File: config.mk
export PLATFORM = sky130hd
export DESIGN_NAME = reg_dump_reader
export DESIGN_NICKNAME = d
export VERILOG_FILES = /design/src/rtl/reg_dump_pkg.sv /design/src/rtl/reg_dump_reader.sv
export SDC_FILE = /design/constraint.sdc
export NUM_CORES = 1
export LEC_CHECK = 0
export ABC_AREA = 0
export ABC_CLOCK_PERIOD_IN_PS = 1450
export CAP_MARGIN = 20
export CORE_UTILIZATION = 50
export CTS_BUF_LIST = sky130_fd_sc_hd__clkbuf_8
export DETAILED_ROUTE_END_ITERATION = 7
export DONT_BUFFER_PORTS = 1
export PLACE_DENSITY_LB_ADDON = 0.15
export SLEW_MARGIN = 5
export SYNTH_ARGS = -nofsm -noshare
export SYNTH_HDL_FRONTEND = slang
export SYNTH_SLANG_ARGS = --single-unit
File: constraint.sdc
create_clock -name Clk -period 1.45 [get_ports Clk]
set_input_delay 0.145 -clock Clk [delete_from_list [all_inputs] [get_ports Clk]]
set_output_delay 0.145 -clock Clk [all_outputs]
set_load 0.05 [all_outputs]
File: src/rtl/reg_dump_pkg.sv
// Types and helpers shared by the register dump reader and the trace consumer.
package reg_dump_pkg;

    typedef enum logic [1:0] {
        IDLE  = 2'd0,
        FETCH = 2'd1,
        SEND  = 2'd2
    } dump_state_t;

    // The beat index needs one bit above the register address so it can name the jump register.
    function automatic int beat_idx_width(input int addr_w);
        return addr_w + 1;
    endfunction

endpackage

File: src/rtl/reg_dump_reader.sv
// Walks every register, plus the jump register if enabled, through the register file's
// combinational read port and streams each value out over a valid/ready port.
module reg_dump_reader
    import reg_dump_pkg::*;
#(
    parameter int W         = 8,
    parameter int A         = 2,
    parameter int INCL_JUMP = 1
) (
    input  logic         Clk,
    input  logic         Reset,
    input  logic         Start,
    input  logic         Abort,
    input  logic [W-1:0] RegData,
    input  logic [W-1:0] JumpRegIn,
    output logic [A-1:0] Raddr,
    output logic         Busy,
    output logic         OutValid,
    input  logic         OutReady,
    output logic [W-1:0] OutData,
    output logic [A:0]   OutIndex,
    output logic         OutLast,
    output logic         Done
);

    localparam int IW = beat_idx_width(A);
    localparam logic [IW-1:0] JUMP_IDX = IW'(2**A);
    localparam logic [IW-1:0] LAST_IDX = (INCL_JUMP != 0) ? JUMP_IDX : IW'(2**A - 1);

    dump_state_t   state_q, state_d;
    logic [IW-1:0] idx_q, idx_d;
    logic [IW-1:0] idx_inc;
    logic [A-1:0]  raddr_q, raddr_d;
    logic [W-1:0]  data_q, data_d;
    logic [IW-1:0] index_q, index_d;
    logic          last_q, last_d;
    logic          done_q, done_d;

    assign idx_inc = idx_q + IW'(1);

    // Raddr is loaded on entry to FETCH, so the read data is valid during FETCH and held elsewhere.
    always_comb begin
        state_d = state_q;
        idx_d   = idx_q;
        raddr_d = raddr_q;
        data_d  = data_q;
        index_d = index_q;
        last_d  = last_q;
        done_d  = 1'b0;
        case (state_q)
            IDLE: begin
                if (Start) begin
                    state_d = FETCH;
                    idx_d   = '0;
                    raddr_d = '0;
                end
            end
            FETCH: begin
                if (Abort) begin
                    state_d = IDLE;
                end else begin
                    data_d  = (idx_q == JUMP_IDX) ? JumpRegIn : RegData;
                    index_d = idx_q;
                    last_d  = (idx_q == LAST_IDX);
                    state_d = SEND;
                end
            end
            SEND: begin
                // Abort takes priority over a handshake in the same cycle.
                if (Abort) begin
                    state_d = IDLE;
                end else if (OutReady) begin
                    if (last_q) begin
                        state_d = IDLE;
                        done_d  = 1'b1;
                    end else begin
                        idx_d   = idx_inc;
                        raddr_d = idx_inc[A-1:0];
                        state_d = FETCH;
                    end
                end
            end
            default: state_d = IDLE;
        endcase
    end

    always_ff @(posedge Clk) begin
        if (Reset) begin
            state_q <= IDLE;
            idx_q   <= '0;
            raddr_q <= '0;
            data_q  <= '0;
            index_q <= '0;
            last_q  <= 1'b0;
            done_q  <= 1'b0;
        end else begin
            state_q <= state_d;
            idx_q   <= idx_d;
            raddr_q <= raddr_d;
            data_q  <= data_d;
            index_q <= index_d;
            last_q  <= last_d;
            done_q  <= done_d;
        end
    end

    assign Raddr    = raddr_q;
    assign Busy     = (state_q != IDLE);
    assign OutValid = (state_q == SEND);
    assign OutData  = data_q;
    assign OutIndex = index_q;
    assign OutLast  = last_q;
    assign Done     = done_q;

endmodule
==> flow_summary.yaml, run 1 <==
sta:
  post-route-period-util_pct: 91.2
  setup_tns_ns: 0
  grt_setup_unrepaired: "false"
  fin_crit_ns: 1.32
  tightestPinTransition_ns: 0.784
  finalHoldViolations: 0
  final.setup_skew_ns: 0.000759
  max_slew_margin_pct: 47.6
  setup_ws_ns: 0.128
  max_freq_mhz: 756
  slew_violations: 0
  finalSetupViolations: 0
clocking:
  cts_max_path_buffers: 2
  tritoncts: "yes"
  cts_sinks: 18
  cts.clk_slew.worst_paths_ns: 0.07
  cts-root-buf: "clkbuf_8"
  clk_latency_ns: 0.25
  numCtsBuffers: 3
  h-tree-depth: 1
  post-cts-setup-buffers: 0
placed_design:
  gp_congestion: 0.789
  post-dp-hpwl_um: 1360
  port_buffers: 0
  pre_cts_slack_ns: 0.0533
cells_and_area:
  area_growth_pct: 26.9
  layout-drive-gt1-share_pct: 35.8
  fillCellCount: 143
  diodes: 0
  final_nets: 144
floorplanning:
  die-area_um2: 1990
  core-area_um2: 1710
  die_y_um: 44.6
  io_pins: 38
  num_rows: 15
  die_x_um: 44.6
  initial_core_util_pct: 53.0
worst_hold_path:
  hold_end: "OutData[0]"
  worstHoldStart: "RegData[0]"
  hold_path.class: "input pin to flip-flop"
  min_path_cells: 2
worst_setup_path:
  endpoint_kind: "output pin"
  reg2reg_to: "OutData[4]"
  critPathKind: "flip-flop to output pin"
  r2r-start: "idx_q[1]"
  cp-start-kind: "flip-flop"
  rrSetupSlack_ns: 0.14
  cp_max_fo: 5
  required_ns: 1.31
  arrival_ns: 1.18
  worstRegToRegCells: 5
synth:
  synth_area_um2: 906
  syn_inst: 98
  synthTopCellsByArea: "dfxtp_1 40%, a311oi_2 13%, nor2_1 6.2%"
  async_flop_share_pct: 0
  synth-seq-cells: 18
  synth_fp_nets: 121
  yosysUniqueCellTypes: 25
  synth_top_area_share_pct: 39.8
  postSynthAreaPerCell_um2: 9.24
  ys_warn_count: 0
  ys_seq_area_share_pct: 39.8
  synth_edf_count: 0
  synth_top_area_cell: "dfxtp_1"
  synthFlopType: "dfxtp_1"
run_status:
  status: "complete, no violations"
drt:
  first_iter_violations: 16
  routedWlPerCell_um: 12.9
  vias_per_cell: 5.40
  dr_total_vias: 783
  drt-total-wl_um: 1880
  drt_first_pass_iters: 4
  drc_errors: 0
  ant_nets: 0
power:
  finalPower_mw: 1.07
  peakVddDrop_v: 0.000685
  p_leak_nw: 0.469
  p_per_area_nw_per_um2: 933
grt:
  grt_pass1_wl_um: 2880
  antenna_found_initial: 0
  grt_max_degree: 17
  grt_usage_pct: 20.3
  grt_pass1_vias: 676
  overflow: 0
job:
  cap_violations: 0
[where the power goes]
group          switching [mW]  internal, mW  total [mW]
Sequential            0.00965         0.509       0.518
Combinational          0.0989        0.0553       0.154
Clock                   0.159         0.241       0.400
Total                   0.268         0.805        1.07
[layout make-up]
type / count / area, µm² / share of cell area (%)
Multi-Input combinational cell: 67 / 483 / 42.0
Timing Repair Buffer: 26 / 200 / 17.4
Inverter: 5 / 18.8 / 1.63
Tap cell: 25 / 31.3 / 2.72
Sequential cell: 18 / 362 / 31.4
Clock buffer: 4 / 55.1 / 4.79
[registers in the layout, indices dropped and copies added (netlist names)]
signal    count
state_q       2
OutIndex      3
OutData       8
idx_q         3
Done          1
OutLast       1
[cells in the final DEF (no fill, tap or decap), types with 2 or more instances in the layout]
| cell | count |
|---|---|
| nor2b_1 | 2 |
| nor3_1 | 4 |
| nor2_1 | 15 |
| mux2_2 | 2 |
| a21oi_1 | 2 |
| nand3b_1 | 2 |
| dlygate4sd3_1 | 2 |
| nand2_1 | 8 |
| nand3_1 | 8 |
| o41ai_1 | 2 |
| inv_1 | 5 |
| a311oi_2 | 8 |
| ha_1 | 2 |
| buf_4 | 24 |
| dfxtp_1 | 17 |
| mux2i_1 | 3 |
| clkbuf_8 | 4 |
[how the worst max path moves through the flow]
| stage | startpoint | to | slack, ns |
|---|---|---|---|
| finish | state_q[0] | Busy | 0.13 |
| global route | state_q[1] | idx_q[2] | 0.05 |
| CTS | idx_q[1] | OutData[4] | 0.03 |
| detailed placement | idx_q[1] | OutData[4] | 0.05 |
| global placement | idx_q[1] | OutData[7] | 0.13 |
| floorplan | idx_q[0] | OutData[0] | 0.07 |
[metrics by stage]
step	cell area (µm²)	hold WS, ns	cells	utilization [%]
final	1150	0.0777	145	67.3
after global routing	1150	0.0716	145	67.3
after CTS	1150	0.0740	145	67.2
after detailed placement	1070	0.217	139	62.8
after global placement	1070	0.216	139	62.8
after floorplan	910	0.224	98	-
[cells by family (layout without fill, tap and decap cells)]
kind of cell / count (synthesis) / after routing / share of synthesized area [%]
flip-flops: 18 / 18 / 39.8
AO/OA/AOI/OAI: 14 / 14 / 18.4
multiplexers: 5 / 5 / 5.80
AND/OR/NAND/NOR: 46 / 46 / 25.8
buffers and inverters: 13 / 35 / 7.46
adder cells (fa/ha/maj): 2 / 2 / 2.76
[critical path: stages (launching register included)]
cell,delay [ns]
dfxtp_1,0.40
buf_4,0.16
nor2_1,0.05
inv_1,0.33
[per-layer routing]
metal	vias to the layer above	share of wire (%)	wire length [µm]	track usage, %
met5	-	0	0	0
met4	0	1.1	21	9.09
met3	2	5.7	107	6.12
met2	27	51	955	32.9
met1	362	42	791	24.7
li1	392	-	-	-
[Yosys cell counts (2+ instances only)]
cell type  number
a21oi_1         2
a311oi_2        8
buf_2           2
buf_4           4
dfxtp_1        18
ha_1            2
inv_1           5
mux2_2          2
mux2i_1         3
nand2_1         9
nand3_1         8
nand3b_1        2
nor2_1         15
nor2b_1         3
nor3_1          4
o41ai_1         2
[repair_timing]
| action | CTS | global route |
|---|---|---|
| gates resized for setup | 0 | 1 |
| setup endpoints to repair | 0 | 8 |
| hold buffers | 2 | 0 |
| hold endpoints to repair | 16 | 0 |
Note: power is estimated with default switching activity, not from simulation.
==> run 2, diff against run 1 <==
Settings changed: ABC_AREA 0 to not set.
==> results of run 2 <==
Final layout, timing and power as in run 1 (identical DEF).
==> run 3, diff against run 2 <==
Settings changed: ABC_CLOCK_PERIOD_IN_PS 1450 to not set, CORE_MARGIN set to 10.
==> run 3 against run 2 <==
Sequential share of layout area up 0.74 points. Cell area is 2.3% lower. Die area rose by 97%. Total power down 5.4%. Fmax is 0.74% lower. Wire length increased by 21%. Setup slack got worse by 0.0098 ns. Hold slack worse by 0.0014 ns. Register-to-register slack worse by 0.02 ns. Sequential cell count unchanged. Combinational power about the same. Critical path type is now flip-flop to flip-flop. Largest cell class unchanged. Largest power group unchanged.
==> flow_summary.yaml, run 3 (synthesis gave the netlist of run 1 again) <==
sta:
  max_freq_mhz: 751
  setup_tns_ns: 0
  grt_setup_unrepaired: "false"
  post-route-period-util_pct: 91.9
  tightestPinTransition_ns: 0.728
  finalSetupViolations: 0
  max_slew_margin_pct: 51.3
  finalHoldViolations: 0
  fin_crit_ns: 1.33
  final.setup_skew_ns: 0.00362
  slew_violations: 0
cells_and_area:
  fillCellCount: 154
  final_nets: 142
  layout-drive-gt1-share_pct: 33.3
  regArea_um2: 362
  layout_common_cells: "21 x buf_4, 17 x dfxtp_1, 15 x nor2_1"
  area_growth_pct: 24.0
  fin_cells: 142
  layout_commonest_cell: "buf_4"
  final_area_um2: 1120
  multi_input_area_um2: 483
  diodes: 0
  largest_reg_flops: 8
power:
  p_leak_nw: 0.450
  peakVddDrop_v: 0.000535
  p_per_area_nw_per_um2: 903
drt:
  vias_per_cell: 5.42
  drt-total-wl_um: 2270
  dr_total_vias: 769
  first_iter_violations: 19
  routedWlPerCell_um: 16.0
  drt_first_pass_iters: 4
  drc_errors: 0
  ant_nets: 0
floorplanning:
  num_rows: 15
  die_y_um: 62.6
  core-area_um2: 1730
  die_x_um: 62.6
  die-area_um2: 3910
  io_pins: 38
  initial_core_util_pct: 52.5
placed_design:
  post-place-cells: 136
  placed_area_um2: 1050
  port_buffers: 0
  post-dp-hpwl_um: 1790
  gp_congestion: 0.787
clocking:
  cts_sinks: 18
  h-tree-depth: 1
  tritoncts: "yes"
  clk_latency_ns: 0.25
  post-cts-setup-buffers: 0
  cts-root-buf: "clkbuf_8"
  cts.clk_slew.worst_paths_ns: 0.07
  cts_max_path_buffers: 2
  numCtsBuffers: 3
worst_setup_path:
  critical-path-top-delay-family: "flip-flops"
  arrival_ns: 1.47
  cp.depth: 3
  r2r-start: "state_q[1]"
  rrSetupSlack_ns: 0.12
  cp_max_fo: 7
  critPathKind: "flip-flop to flip-flop"
  required_ns: 1.59
  slowest_delay_ns: 0.45
  cpMaxStageDelayCell: "dfxtp_1"
  worstRegToRegCells: 3
  endpoint_kind: "flip-flop"
  cp.buffers_inverters: 0
  cp_cell_sequence: "nand4bb_1 -> nor3b_1 -> mux2_2"
  cp-start-kind: "flip-flop"
  crit_start: "state_q[1]"
run_status:
  status: "complete, no violations"
grt:
  grt_max_degree: 16
  grt_pass1_wl_um: 3620
  overflow: 0
  antenna_found_initial: 0
  grt_usage_pct: 11.2
  grt_pass1_vias: 809
worst_hold_path:
  worstHoldStart: "RegData[1]"
  min_path_cells: 2
  hold_path.class: "input pin to flip-flop"
job:
  cap_violations: 0
==> run 3: changes by cell type in the layout (fill, tap and decap cells not counted) <==
cell / previous run / this run
buf_4: 24 / 21
clkbuf_8: 4 / 3
dlygate4sd3_1: 2 / 3
==> run 3: report_power, final <==
group | internal, mW | switching (mW)
logic | 0.0542 | 0.101
clock network | 0.184 | 0.159
registers | 0.509 | 0.00843
total | 0.747 | 0.268
==> run 3: final timing paths <==
check / end
setup reg to reg: idx_q[2]
hold reg to reg: OutData[1]
hold / removal: OutData[1]
setup / recovery: idx_q[2]
==> run 3: final cells by class <==
class                   count  share of cell area (%)
flip-flops and latches     18                    32.2
multi-input cells          67                    43.0
well taps                  25                    2.78
clock buffers               3                    3.67
repair buffers             24                    16.7
inverters                   5                    1.67
==> run 3: timing repair <==
| item | 4_1_cts | 5_1_grt |
|---|---|---|
| gates resized for setup | 0 | 1 |
| endpoints found under the setup margin | 0 | 6 |
| hold buffers | 3 | 0 |
| endpoints found under the hold margin | 15 | 0 |
==> run 3: routing by layer <==
metal | wire, µm | vias up | track usage, %
met5 | 0 | - | 0
met3 | 244 | 2 | 6.27
met1 | 916 | 362 | 10.7
met2 | 1110 | 21 | 20.0
met4 | 5 | 0 | 3.63
li1 | - | 384 | -
==> run 3: metrics by stage <==
stage | hold slack (ns) | utilization, % | power [mW] | setup slack, ns
2_1_floorplan | 0.224 | - | 0.646 | 0.0723
3_3_place_gp | 0.213 | 60.8 | 0.667 | 0.136
3_5_place_dp | 0.216 | 60.8 | 0.670 | 0.0833
4_1_cts | 0.0747 | 64.9 | 1.02 | 0.0705
5_1_grt | 0.0760 | 65.1 | 1.04 | 0.0250
6_report | 0.0763 | 65.1 | 1.01 | 0.118
==> patch 1 (flow settings as in run 1) <==
Compare `idx_q` against `JUMP_IDX` with >= in place of ==.
--- a/src/rtl/reg_dump_reader.sv
+++ b/src/rtl/reg_dump_reader.sv
@@ -60,5 +60,5 @@
                     state_d = IDLE;
                 end else begin
-                    data_d  = (idx_q == JUMP_IDX) ? JumpRegIn : RegData;
+                    data_d  = (idx_q >= JUMP_IDX) ? JumpRegIn : RegData;
                     index_d = idx_q;
                     last_d  = (idx_q == LAST_IDX);
Check against the original RTL: no difference found for any inputs over 10 cycles, from zero or initial values and one cycle with Reset high; that may be too few to reach the edited logic, so the function may still have changed.
==> patch 1 against run 1 <==
Cell area is 2.9% lower. Setup slack got worse by 0.0030 ns. Register-to-register slack worse by 0.02 ns. Global-route usage shrank 2.5 points. Sequential cell count is the same. Total power is 0.97% higher. Routed wire length fell by 10%. Area after synthesis shrank 0.55%. Combinational power is 3% higher. Critical endpoint is now idx_q[2]. Largest cell class unchanged. Highest routed layer unchanged.
==> patch 1: results (changes against run 1) <==
* Gpl congestion at 0.750 (-4.9%)
* Vias per inst at 5.23 (-3.1%)
* Worst r2r path cells at 3 (-2)
* Pleak at 0.415 nW (-11%)
* Vias in the first global route at 627 (-7.2%)
* M1 WL at 771 um (-2.5%)
* Largest net degree at the start of global routing at 22 (+5)
* DR WL met3 at 109 um (+1.9%)
* Sequential group power at 0.520 mW (about the same)
* Hold Path Sink: idx_q[0]
* Reg2reg end: idx_q[2]
* Switching Fraction at 0.254 (+0.00438)
* Distinct cells, synth at 24 (-4.0%)
* Worst flop-to-flop path startpoint: state_q[0]
* Min-delay src: Reset
* Via count at 670 (-14%)
* Placed Instances at 121 (-13%)
* Worst R2R Setup Slack at 0.12 ns (-0.02 ns)
* Top area cells in the synthesized netlist: dfxtp_1 40%, mux2i_1 12%, a211oi_2 11%
* Comb pwr at 0.158 mW (+3%)
* DR iter-0 viols at 11 (-5)
* Routed wl met2 at 794 um (-17%)
* Clk_skew at 0.00368 ns (+0.00292 ns)
* Met1 Use GR at 0.196 (-0.0504)
* # nets final at 128 (-11%)
* CP delay by family, top: simple AND/OR/NAND/NOR gates
* Layout cell share with drive strength beyond 1 at 0.394 (+0.0359)
* First-pass GRT wire length at 2510 um (-13%)
* Synthesized area per cell at 10.5 sq um (+13%)
* Mapped Nets at 109 (-9.9%)
* Final wirelength at 1690 um (-10%)
* M2 GR Usage at 0.303 (-0.0265)
* Status: completed
* Sequential cell area fraction in the yosys report at 0.400 (+0.00221)
-- patch 1: per-stage QoR --
step | cell area [sq um] | util | hold WS [ns] | power [mW] | setup slack [ns]
floorplan | 901 | - | 0.224 | 0.654 | 0.238
global placement | 1030 | 0.646 | 0.212 | 0.671 | 0.157
detailed placement | 1030 | 0.646 | 0.213 | 0.675 | 0.0989
CTS | 1100 | 0.693 | 0.00194 | 1.09 | 0.0800
global route | 1120 | 0.700 | 0.0822 | 1.13 | 0.0568
finish | 1120 | 0.700 | 0.0898 | 1.08 | 0.125
-- patch 1: layout make-up --
class | count | area [sq um]
fillers | 132 | 478
multi-input cells | 56 | 473
flip-flops and latches | 18 | 362
repair buffers | 21 | 178
clock buffers | 4 | 55.1
well taps | 24 | 30.0
inverters | 5 | 18.8
-- patch 1: worst register-to-register path, stage by stage, from the launching register on --
cell and delay (ns):
dfxtp_1 0.35, nand4bb_1 0.25, nor3b_1 0.28, mux2_1 0.34
-- patch 1: how the worst max path moves through the flow --
stage / depth (start not counted) / from / endpoint / slack [ns]
finish: 3 / state_q[0] / idx_q[2] / 0.12
global route: 3 / state_q[0] / idx_q[2] / 0.06
CTS: 3 / state_q[1] / idx_q[2] / 0.08
detailed placement: 3 / state_q[1] / idx_q[2] / 0.1
global placement: 3 / state_q[1] / idx_q[2] / 0.16
floorplan: 3 / OutLast / idx_q[1] / 0.24
-- patch 1: cells by family after synthesis --
family / synth area share
fa+ha+maj: 0.0278
mux: 0.135
compound gates: 0.150
flops: 0.400
simple gates: 0.206
buf+inv: 0.0819
-- patch 1: what timing repair did --
action / 4_1_cts / 5_1_grt
setup endpoints to repair: 0 / 1
endpoints found under the hold margin: 15 / 1
gates resized for setup: 0 / 1
hold buffers: 2 / 1
==> patch 2 (config.mk and constraints of run 1) <==
Without the edit above. The parameter `A` goes from 2 to 1.
--- a/src/rtl/reg_dump_reader.sv
+++ b/src/rtl/reg_dump_reader.sv
@@ -5,5 +5,5 @@
 #(
     parameter int W         = 8,
-    parameter int A         = 2,
+    parameter int A         = 1,
     parameter int INCL_JUMP = 1
 ) (
Ports: changed (resized OutIndex and Raddr); port bits go from 38 to 36. The function was not compared with the original's and may differ.
==> patch 2 against run 1 <==
Cell area fell by 21%. Setup slack got worse by 0.019 ns. Total power fell by 14%. Routed wire length fell by 26%. Global-route usage fell by 1.8 points. Hold slack got worse by 0.057 ns. Via count fell by 27%. Count of clock-buffer cells in the layout fell by 1. Non-clock buffer count fell by 9. Clock skew rose by 0.0087 ns. Sequential cell count fell by 2. Largest cell class unchanged. Area after synthesis fell by 18%.
==> patch 2: results (changes against run 1) <==
* Max layer used: met4
* Placed Instances at 100 (-28%)
* Least-Margin Pin Slew at 0.596 ns (-0.188 ns)
* M3 GR Usage at 0.0489 (-0.0123)
* Final Instance Count excl. Fillers at 106 (-27%)
* Pleak at 0.339 nW (-28%)
* Yosys warning total at 0 (unchanged)
* Post-synth top cells: 16 x dfxtp_1, 11 x mux2i_1, 10 x nor2_1, 6 x a211oi_1
* Layout cell share with drive strength beyond 1 at 0.297 (-0.0616)
* M1 WL at 628 um (-21%)
* DR iter-0 viols at 10 (-6)
* Clock slew seen by the registers of the worst setup and hold paths at 0.07 ns (about the same)
* M2 GR Usage at 0.329 (about the same)
* Global Route Usage Sum at 0.185 (-0.0178)
* Status: completed
* Clk_skew at 0.00950 ns (+0.00875 ns)
* Worst slack at placement at 0.128 ns (+0.0743 ns)
* Vias in the first global route at 501 (-26%)
* P_sw at 0.238 mW (-11%)
* Top area cells in the synthesized netlist: dfxtp_1 43%, mux2i_1 15%, a211oi_1 6.0%
* Sequential cell area fraction in the yosys report at 0.430 (+0.0317)
* Vias per inst at 5.42 (+0.45%)
* Final wirelength at 1380 um (-26%)
* CP Max Fanout at 15 (+10)
* Gpl congestion at 0.621 (-21%)
* First-pass GRT wire length at 2000 um (-31%)
* Crit path DAT at 1.44 ns (+0.26 ns)
* Routed wl met2 at 645 um (-32%)
* First drt pass iteration count at 2 (-2)
* Syn Inst Count at 75 (-23%)
* DR WL met3 at 94 um (-12%)
* HPWL Detailed at 959 um (-29%)
* Post-route clock period utilization at 0.925 (+0.0132)
* Mapped Nets at 97 (-20%)
* Met1 Use GR at 0.207 (-0.0402)
* Placed Area at 837 sq um (-22%)
* Post-cts gate resize count at 0 (unchanged)
* Largest net degree at the start of global routing at 16 (-1)
* VDD IR max at 0.000858 V (+25%)
* Distinct cells, synth at 28 (+12%)
[patch 2: cell types whose count changed in the layout (fill, tap and decap cells not counted), moves of 3 or more]
cell      before  now
nor2_1        15   10
o21ai_0        0    3
buf_4         24   15
a311oi_2       8    0
mux2i_1        3   11
a211oi_1       0    6
nor3_1         4    1
nand3_1        8    0
nand2_1        8    2
[patch 2: cells by family (layout without fill, tap and decap cells)]
family                   after synthesis  in the layout  synth area share
flip-flops                            16             16             0.430
buffers and inverters                  8             24            0.0738
multiplexers                          11             11             0.148
AND/OR/NAND/NOR                       25             25             0.190
AO/OA/AOI/OAI                         14             14             0.143
adder cells (fa/ha/maj)                1              1            0.0168
[patch 2: final timing paths]
check	from	endpoint	slack (ns)	cells past startpoint
setup / recovery	state_q[0]	OutLast	0.11	4
hold / removal	OutReady	Done	0.02	2
setup reg to reg	state_q[0]	OutLast	0.11	4
hold reg to reg	OutData[7]	OutData[7]	0.50	2
[patch 2: power by group through the flow]
stage	sequential, mW	combinational, mW	clock (mW)
after floorplan	0.512	0.0686	0
after global placement	0.472	0.124	0
after detailed placement	0.472	0.125	0
after CTS	0.463	0.137	0.330
after global routing	0.465	0.148	0.341
final	0.463	0.136	0.326
[patch 2: critical path: stages (launching register included)]
cell and delay [ns]:
dfxtp_1 0.44, nor3b_2 0.25, buf_4 0.25, mux2i_1 0.20, nor2_1 0.06
[patch 2: final cells by class]
| type | instances | area (sq um) |
|---|---|---|
| repair buffers | 17 | 133 |
| clock inverters | 1 | 3.75 |
| well taps | 15 | 18.8 |
| flip-flops and latches | 16 | 324 |
| fillers | 120 | 445 |
| multi-input cells | 51 | 373 |
| inverters | 3 | 11.3 |
| clock buffers | 3 | 41.3 |
